--- config.mk ---
export PLATFORM = sky130hd
export DESIGN_NAME = lfsr_noise_arbiter_flat
export DESIGN_NICKNAME = d
export VERILOG_FILES = /design/src/rtl/lfsr_noise_arbiter_if.sv /design/src/rtl/lfsr_noise_arbiter.sv /design/src/flat_wrapper.sv
export SDC_FILE = /design/constraint.sdc
export NUM_CORES = 1
export LEC_CHECK = 0
export CAP_MARGIN = 20
export CORE_MARGIN = 2
export CORE_UTILIZATION = 31
export DETAILED_ROUTE_END_ITERATION = 7
export GPL_TIMING_DRIVEN = 0
export PLACE_DENSITY = 0.89
export SLEW_MARGIN = 20
export SYNTH_ARGS = -nofsm -noshare
export SYNTH_HDL_FRONTEND = slang
export SYNTH_SLANG_ARGS = --single-unit
--- constraint.sdc ---
create_clock -name clk -period 2.25 [get_ports clk]
set_input_delay 0.45 -clock clk [delete_from_list [all_inputs] [get_ports clk]]
set_output_delay 0.45 -clock clk [all_outputs]
set_load 0.1 [all_outputs]
--- src/rtl/lfsr_noise_arbiter_if.sv ---
// Handshake bundle between the noise LFSR arbiter and its consumers / LFSR.
// master = consumer/LFSR side, slave = arbiter side.
`default_nettype none

interface lfsr_noise_arbiter_if #(
  parameter int NUM_REQ = 4,
  parameter int DATA_W  = 16
);
  logic [NUM_REQ-1:0] req;
  logic               rnd_ack;
  logic [31:0]        lfsr_data;
  logic               lfsr_en;
  logic [NUM_REQ-1:0] gnt;
  logic               rnd_valid;
  logic [DATA_W-1:0]  rnd_data;
  logic               busy;

  modport master (
    output req, rnd_ack, lfsr_data,
    input  lfsr_en, gnt, rnd_valid, rnd_data, busy
  );

  modport slave (
    input  req, rnd_ack, lfsr_data,
    output lfsr_en, gnt, rnd_valid, rnd_data, busy
  );
endinterface

`default_nettype wire

--- src/rtl/lfsr_noise_arbiter.sv ---
// ============================================================================
// Module   : lfsr_noise_arbiter
// Purpose  : Round-robin sharing of one 32-bit Galois noise LFSR between
//            NUM_REQ consumers; steps the LFSR per grant, then hands out a
//            fresh word over a valid/ack handshake.
// Option   : LFSR_ARB_MULTISTEP_EN -- honour STEPS (8-bit step counter).
// Revision : 1.0  initial release
// ============================================================================
`default_nettype none

module lfsr_noise_arbiter #(
  parameter int NUM_REQ = 4,
  parameter int DATA_W  = 16,
  parameter int STEPS   = 1
) (
  input  wire logic            clk,
  input  wire logic            reset,
  lfsr_noise_arbiter_if.slave  bus
);

  localparam int PTR_W = (NUM_REQ > 1) ? $clog2(NUM_REQ) : 1;

  typedef enum logic [1:0] {
    IDLE    = 2'd0,
    STEP    = 2'd1,
    DELIVER = 2'd2
  } state_t;

  state_t             state;
  logic [PTR_W-1:0]   rr_ptr;
  logic [PTR_W-1:0]   sel;
  logic [NUM_REQ-1:0] gnt;
  logic               lfsr_en;
  logic               rnd_valid;

  logic               found;
  logic [PTR_W-1:0]   pick;
  logic [PTR_W:0]     scan;

`ifdef LFSR_ARB_MULTISTEP_EN
  localparam logic [7:0] CNT_LOAD = 8'(STEPS - 1);
  logic [7:0] step_cnt;
`else
  logic [7:0] unused_steps;
  assign unused_steps = 8'(STEPS);
`endif

  // First requester at or after the round-robin pointer, wrapping.
  always_comb begin
    found = 1'b0;
    pick  = '0;
    scan  = '0;
    for (int i = 0; i < NUM_REQ; i++) begin
      scan = {1'b0, rr_ptr} + (PTR_W + 1)'(i);
      if (scan >= (PTR_W + 1)'(NUM_REQ)) begin
        scan = scan - (PTR_W + 1)'(NUM_REQ);
      end
      if (!found && bus.req[scan[PTR_W-1:0]]) begin
        found = 1'b1;
        pick  = scan[PTR_W-1:0];
      end
    end
  end

  always_ff @(posedge clk or posedge reset) begin
    if (reset) begin
      state     <= IDLE;
      rr_ptr    <= '0;
      sel       <= '0;
      gnt       <= '0;
      lfsr_en   <= 1'b0;
      rnd_valid <= 1'b0;
`ifdef LFSR_ARB_MULTISTEP_EN
      step_cnt  <= '0;
`endif
    end else begin
      case (state)
        IDLE: begin
          if (found) begin
            state   <= STEP;
            sel     <= pick;
            gnt     <= NUM_REQ'(1) << pick;
            lfsr_en <= 1'b1;
`ifdef LFSR_ARB_MULTISTEP_EN
            step_cnt <= CNT_LOAD;
`endif
          end
        end

        STEP: begin
`ifdef LFSR_ARB_MULTISTEP_EN
          if (step_cnt == 8'd0) begin
            state     <= DELIVER;
            lfsr_en   <= 1'b0;
            rnd_valid <= 1'b1;
          end else begin
            step_cnt <= step_cnt - 8'd1;
          end
`else
          state     <= DELIVER;
          lfsr_en   <= 1'b0;
          rnd_valid <= 1'b1;
`endif
        end

        DELIVER: begin
          // A consumer that withdraws its request forfeits the word but
          // still consumes its turn so the rotation stays fair.
          if (bus.rnd_ack || !bus.req[sel]) begin
            state     <= IDLE;
            gnt       <= '0;
            rnd_valid <= 1'b0;
            rr_ptr    <= (sel == PTR_W'(NUM_REQ - 1)) ? '0 : sel + 1'b1;
          end
        end

        default: begin
          state     <= IDLE;
          gnt       <= '0;
          lfsr_en   <= 1'b0;
          rnd_valid <= 1'b0;
        end
      endcase
    end
  end

  // LFSR is frozen in DELIVER, so the word is taken straight from its output.
  assign bus.rnd_data  = rnd_valid ? bus.lfsr_data[DATA_W-1:0] : '0;
  assign bus.gnt       = gnt;
  assign bus.lfsr_en   = lfsr_en;
  assign bus.rnd_valid = rnd_valid;
  assign bus.busy      = (state != IDLE);

  if (DATA_W < 32) begin : g_unused_hi
    logic unused_hi;
    assign unused_hi = ^bus.lfsr_data[31:DATA_W];
  end

endmodule

`default_nettype wire
--- src/flat_wrapper.sv ---
// flat-port wrapper written by rule: the top's interface ports become plain ports
module lfsr_noise_arbiter_flat 
#(
  parameter int NUM_REQ = 4,
  parameter int DATA_W  = 16,
  parameter int STEPS   = 1
)
  (clk, reset, bus_req, bus_rnd_ack, bus_lfsr_data, bus_lfsr_en, bus_gnt, bus_rnd_valid, bus_rnd_data, bus_busy);
  lfsr_noise_arbiter_if #(.NUM_REQ(NUM_REQ), .DATA_W(DATA_W)) bus_i ();
  input  wire logic clk;
  input  wire logic reset;
  input wire logic [$bits(bus_i.req)-1:0] bus_req;
  input wire logic [$bits(bus_i.rnd_ack)-1:0] bus_rnd_ack;
  input wire logic [$bits(bus_i.lfsr_data)-1:0] bus_lfsr_data;
  output wire logic [$bits(bus_i.lfsr_en)-1:0] bus_lfsr_en;
  output wire logic [$bits(bus_i.gnt)-1:0] bus_gnt;
  output wire logic [$bits(bus_i.rnd_valid)-1:0] bus_rnd_valid;
  output wire logic [$bits(bus_i.rnd_data)-1:0] bus_rnd_data;
  output wire logic [$bits(bus_i.busy)-1:0] bus_busy;
  assign bus_i.req = bus_req;
  assign bus_i.rnd_ack = bus_rnd_ack;
  assign bus_i.lfsr_data = bus_lfsr_data;
  assign bus_lfsr_en = bus_i.lfsr_en;
  assign bus_gnt = bus_i.gnt;
  assign bus_rnd_valid = bus_i.rnd_valid;
  assign bus_rnd_data = bus_i.rnd_data;
  assign bus_busy = bus_i.busy;
  lfsr_noise_arbiter #(.NUM_REQ(NUM_REQ), .DATA_W(DATA_W), .STEPS(STEPS)) u_core (.clk(clk), .reset(reset), .bus(bus_i));
endmodule
After elaboration in Yosys (flattened, before gate mapping). Cells that the tools add are included.

$add $sub $neg: 8. $lt $le $gt $ge: 9. Shift-type cells: 1. Equal/unequal tests: 5. Reductions and logical operators: 16. Bitwise gates (word level): 3. Multiplexer cells: 34.

Operators by type and width (number): two-way mux 2 bit (11); two-way mux 16 bit (1); < comparator 2 x 3 -> 1 bit (second input constant) (5); case mux 4 bit (3 select lines) (1); two-way mux 1 bit (11); binary-select mux 1 bit (select 2 bit) (5); AND reduction 2 bit (5); greater-or-equal comparator 3 bit (second input constant) (3); two-way mux 4 bit (2); subtractor 2 x 1 -> 2 bit (second input constant) (4); adder 2 x 2 -> 3 bit (second input constant) (2); case mux 2 bit (3 select lines) (1); == test 2 bit (second input constant) (2); zero test 1 bit (4); inequality test 2 x 1 -> 1 bit (second input constant) (2); << shifter 1 x 2 -> 4 bit (first input constant) (1); adder 2 x 1 -> 3 bit (second input constant) (1); greater-or-equal comparator 2 x 3 -> 1 bit (second input constant) (1); logical AND 1 bit (3); NOT 1 bit (3); case mux 1 bit (3 select lines) (1); AND reduction 3 bit (1); adder 2 x 1 -> 2 bit (second input constant) (1); == test 2 x 1 -> 1 bit (second input constant) (1); other kinds (4) (4).

Output and inout bits: 23. Input bits: 39. Bits in registers: 12. Word-level logic and storage cells: 82.

Depth between registers and ports, before layout.
Depth after elaboration: 17. Gate-level depth with buffers: 4. Mapped depth without buffers: 4.

Least setup slack after synthesis. OpenSTA, ideal clock, no wires.

Kind: register to output. From: register u_core.rnd_valid (netlist: u_core.bus.rnd_valid). To: output bus_rnd_data[10]. Buffers on the path: 1. Path slack: -0.209 ns. Cell stages (with the launch flop): 3. Data arrival time: 2.009 ns. Required time: 1.800 ns. Cells stage by stage: dfrtp_1 > clkbuf_1 > and2_1.

Longest elaborated chain between the ends: 1.

Ends and longest elaborated chain: start, declared (RTL line lfsr_noise_arbiter.sv:34) `logic rnd_valid;`; start signal, assigned (RTL line lfsr_noise_arbiter.sv:72) `rnd_valid <= 1'b0;`; start signal, assigned (RTL line lfsr_noise_arbiter.sv:102) `rnd_valid <= 1'b1;`; start signal, assigned (RTL line lfsr_noise_arbiter.sv:112) `rnd_valid <= 1'b0;`; two-way mux 16 bit (RTL line lfsr_noise_arbiter.sv:128) `assign bus.rnd_data = rnd_valid ? bus.lfsr_data[DATA_W-1:0] : '0;`; end, declared (RTL line flat_wrapper.sv:18) `output wire logic [$bits(bus_i.rnd_data)-1:0] bus_rnd_data;`.

Every way passes these cells.

Worst setup path in the final report.
From: register u_core.rnd_valid (netlist: u_core.bus.rnd_valid). To: output bus_rnd_valid.

RTL lines: end, declared (RTL line flat_wrapper.sv:17) `output wire logic [$bits(bus_i.rnd_valid)-1:0] bus_rnd_valid;`.

No word-level cell between the ends.

==> impl_metrics.csv <==
group,metric,value,unit
outcome,run_status,"finished, final reports clean",
timing,maxClockFrequency,0.486,GHz
placed_design,place.port_buffers,45,
timing,final_hold_viol_count,0,
min_path,hold_path_class,"input pin to asynchronous set/reset pin",
logic_synthesis,ys_top_cells_by_area,"sky130_fd_sc_hd__dfrtp_1 (42%), sky130_fd_sc_hd__and2_1 (14%), sky130_fd_sc_hd__a32o_1 (5.7%), sky130_fd_sc_hd__mux2_4 (4.2%), sky130_fd_sc_hd__mux2_2 (3.2%)",
critical_path,critPathCaptureType,"output pin",
critical_path,critical-path-top-delay-family,"buffers and inverters",
logic_synthesis,syn-cell-area,708,µm²
drt,route.vias.total,727,
critical_path,worstSetupPathType,"flip-flop to output pin",
floorplanning,die-height,51.8,µm
floorplanning,rows,17,
logic_synthesis,largest_family_of_logic_cells_by_synthesized_area,"simple AND/OR/NAND/NOR gates",
logic_synthesis,synth-seq-area-share,0.424,
critical_path,critical_path_peak_fanout,9,
cts,tritoncts_num_sinks,12,
final_layout,layout.cells.non_filler,145,
critical_path,worstPathBufferInverterCount,1,
critical_path,worstPathCellList,"dlygate4sd2_1",
critical_path,timing.critical_path.slowest_cell_delay,0.88,ns
timing,max_slew_margin,0.353,
global_routing,gr-total-overflow,0,
logic_synthesis,synth.top_cell.area_share,0.424,
logic_synthesis,synth_simple_gate_area_share,0.244,
drt,drt_pass1_iterations,4,
cts,cts.hold.buffers_added,0,
cts,htree_num_levels,1,
final_layout,fin_nets,158,
floorplanning,dieArea,2680,µm²
timing,final.min_clock_period,2.06,ns
critical_path,ff2ff_path_depth,4,
logic_synthesis,synth_xor_area_frac,0,
cts,cts_inserted_buffers,3,
final_layout,antenna_cells,0,
final_layout,mostFrequentLayoutCells,"sky130_fd_sc_hd__clkdlybuf4s50_1 (22), sky130_fd_sc_hd__and2_2 (16), sky130_fd_sc_hd__dfrtp_1 (12)",
critical_path,worstSetupPathDepth,1,
drt,drt_first_iter_violations,10,
drt,routed_wire_length_per_instance,13.6,µm
critical_path,r2r-end,"u_core.rr_ptr[0]$_DFFE_PP0P_",
critical_path,ff2ff_setup_slack,0.58,ns
critical_path,critical_path_required,1.80,ns
drt,route.final.wire_length,1970,µm
job,max_cap_viol_count,0,
placed_design,dp_cells,141,
cts,insertion_delay,0.28,ns
floorplanning,chipWidth,51.8,µm
logic_synthesis,yosysTopAreaCell,"sky130_fd_sc_hd__dfrtp_1",
floorplanning,top_level_port_count,62,
critical_path,setup.worst_path.end,"bus_rnd_valid",
logic_synthesis,post_synth_num_cell_types,26,
critical_path,slowest_stage,"sky130_fd_sc_hd__dlygate4sd2_1",
logic_synthesis,postSynthRegisterBits,12,
floorplanning,core_region_area,2190,µm²
cts,clock_path_buffers,2,
logic_synthesis,synth_compound_area_frac,0.173,
timing,timing_max_transition_violations_final,0,
logic_synthesis,post_synth.cell_area_avg,10.4,µm²
critical_path,startpoint_type,"flip-flop",
logic_synthesis,synth_ff_type,"sky130_fd_sc_hd__dfrtp_1",
floorplanning,initial_utilization,0.323,
drt,drt_drc_violations_left,0,
final_layout,finish.instance_area,1210,µm²
logic_synthesis,count_of_flip_flops_with_a_built_in_enable_after_synthesis,0,
final_layout,syn2layout_area_growth,71.4,%
critical_path,cp.arrival,1.61,ns
logic_synthesis,cells_after_synthesis,68,
placed_design,dpl-instance-area,1210,µm²
global_routing,via_count_of_the_first_global_routing_pass,656,
critical_path,critPathLaunch,"u_core.bus.rnd_valid$_DFFE_PP0P_",
logic_synthesis,synthAdderAreaFrac,0.0177,
final_layout,layout.cells.most_common,"sky130_fd_sc_hd__clkdlybuf4s50_1",
global_routing,grt_start_max_net_pins,13,
timing,rsz0062_at_grt,"false",
placed_design,dpl.hpwl,1560,µm
placed_design,gp_congestion,0.770,
timing,layout_worst_path_cycle_share,0.914,
global_routing,track_usage,0.156,
drt,post_dr_vias_cell,5.01,
global_routing,grt_pass1_wl,2950,µm
timing,setup-violations-final,0,
cts,clkSlewWorstSetupHoldPaths,0.08,ns
drt,route.antenna.remaining_nets,0,
cts,cts_root_buffer,"sky130_fd_sc_hd__clkbuf_4",
final_layout,fill_cell_instance_count_of_the_final_layout,223,
cts,postCtsSetupBuffers,0,
global_routing,antenna_found_initial,0,
logic_synthesis,postSynth.asyncResetShare,1.00,
timing,clock-skew-final,0.000745,ns
logic_synthesis,synthMuxAreaShare,0.120,
timing,timing_worst_slew_pin_value,0.969,ns
cts,tritoncts_clock_tree,"yes",
critical_path,critical_path.reg2reg.startpoint,"u_core.sel[0]$_DFFE_PP0P_",
final_layout,final_layout_size_suffix_gt1_frac,0.393,
logic_synthesis,synth.net_count,108,
logic_synthesis,count_of_warnings_emitted_by_yosys,0,
## layer usage
metal	GRT usage	part of all wire	vias up
met2	0.269	0.46	45
li1	-	-	344
met5	0	0	-
met4	0.0921	0.032	0
met1	0.148	0.36	331
met3	0.0776	0.15	7
## worst min path at each step
stage                                              start                          endpoint  slack (ns)  depth (start not counted)
after floorplan                                    reset     u_core.bus.gnt[0]$_DFFE_PP0P_        0.31                          1
after global placement    u_core.bus.lfsr_en$_DFFE_PP0P_    u_core.bus.lfsr_en$_DFFE_PP0P_        0.47                          1
after detailed placement  u_core.bus.lfsr_en$_DFFE_PP0P_    u_core.bus.lfsr_en$_DFFE_PP0P_        0.47                          1
after CTS                                          reset       u_core.state[1]$_DFFE_PP0P_        0.48                          2
after global routing      u_core.bus.lfsr_en$_DFFE_PP0P_    u_core.bus.lfsr_en$_DFFE_PP0P_        0.50                          1
final                                              reset  u_core.bus.rnd_valid$_DFFE_PP0P_        0.47                          2
## state kept, by name (all words and copies together), names as in the netlist
signal,flops
u_core.bus.gnt,4
u_core.sel,2
u_core.bus.lfsr_en,1
u_core.bus.rnd_valid,1
u_core.state,2
u_core.rr_ptr,2
## worst register-to-register path: stages, from the launching register on
cell and delay (ns):
sky130_fd_sc_hd__dfrtp_1 0.41, sky130_fd_sc_hd__mux4_2 0.55, sky130_fd_sc_hd__nand2b_1 0.09, sky130_fd_sc_hd__and3_4 0.21, sky130_fd_sc_hd__mux2_4 0.30
## cell families (layout without fill, tap and decap cells)
logic type / count (synthesis) / in the layout
AOI/OAI and AO/OA: 16 / 16
adders and majority gates: 1 / 1
buffers and inverters: 4 / 53
DFF: 12 / 12
muxes: 6 / 6
and+or+nand+nor: 29 / 29
## metrics by stage
step           setup slack [ns]  hold slack [ns]  utilization  TNS [ns]
2_1_floorplan            0.0727            0.315            -         0
3_3_place_gp             -0.376            0.469        0.554     -5.56
3_5_place_dp             -0.381            0.472        0.554     -5.66
4_1_cts                  0.0134            0.479        0.579         0
5_1_grt                  0.0314            0.497        0.554         0
6_report                  0.194            0.471        0.554         0
## synthesized netlist by cell type (2+ instances only)
master / instances
sky130_fd_sc_hd__a21oi_1: 4
sky130_fd_sc_hd__and2_1: 16
sky130_fd_sc_hd__mux2_4: 2
sky130_fd_sc_hd__a32o_1: 4
sky130_fd_sc_hd__mux2_2: 2
sky130_fd_sc_hd__nor2_1: 3
sky130_fd_sc_hd__inv_1: 3
sky130_fd_sc_hd__nand2b_1: 3
sky130_fd_sc_hd__dfrtp_1: 12
sky130_fd_sc_hd__a21o_1: 2
sky130_fd_sc_hd__nand2_1: 2
## cell type report
class	count	area [µm²]	area share
Tap cell	28	35.0	0.0289
Clock buffer	4	36.3	0.0299
Sequential cell	12	300	0.247
Multi-Input combinational cell	52	413	0.340
Buffer	1	3.75	0.00309
Inverter	3	11.3	0.00928
Timing Repair Buffer	45	414	0.341
## repair_timing
action                     CTS  global route
pin swaps                    0             0
setup endpoints to repair   18            16
resized for setup           50            27
Power is left out: the tool's default activity adds up to more than one toggle a clock period on the data nets, which glitch-free logic cannot reach.
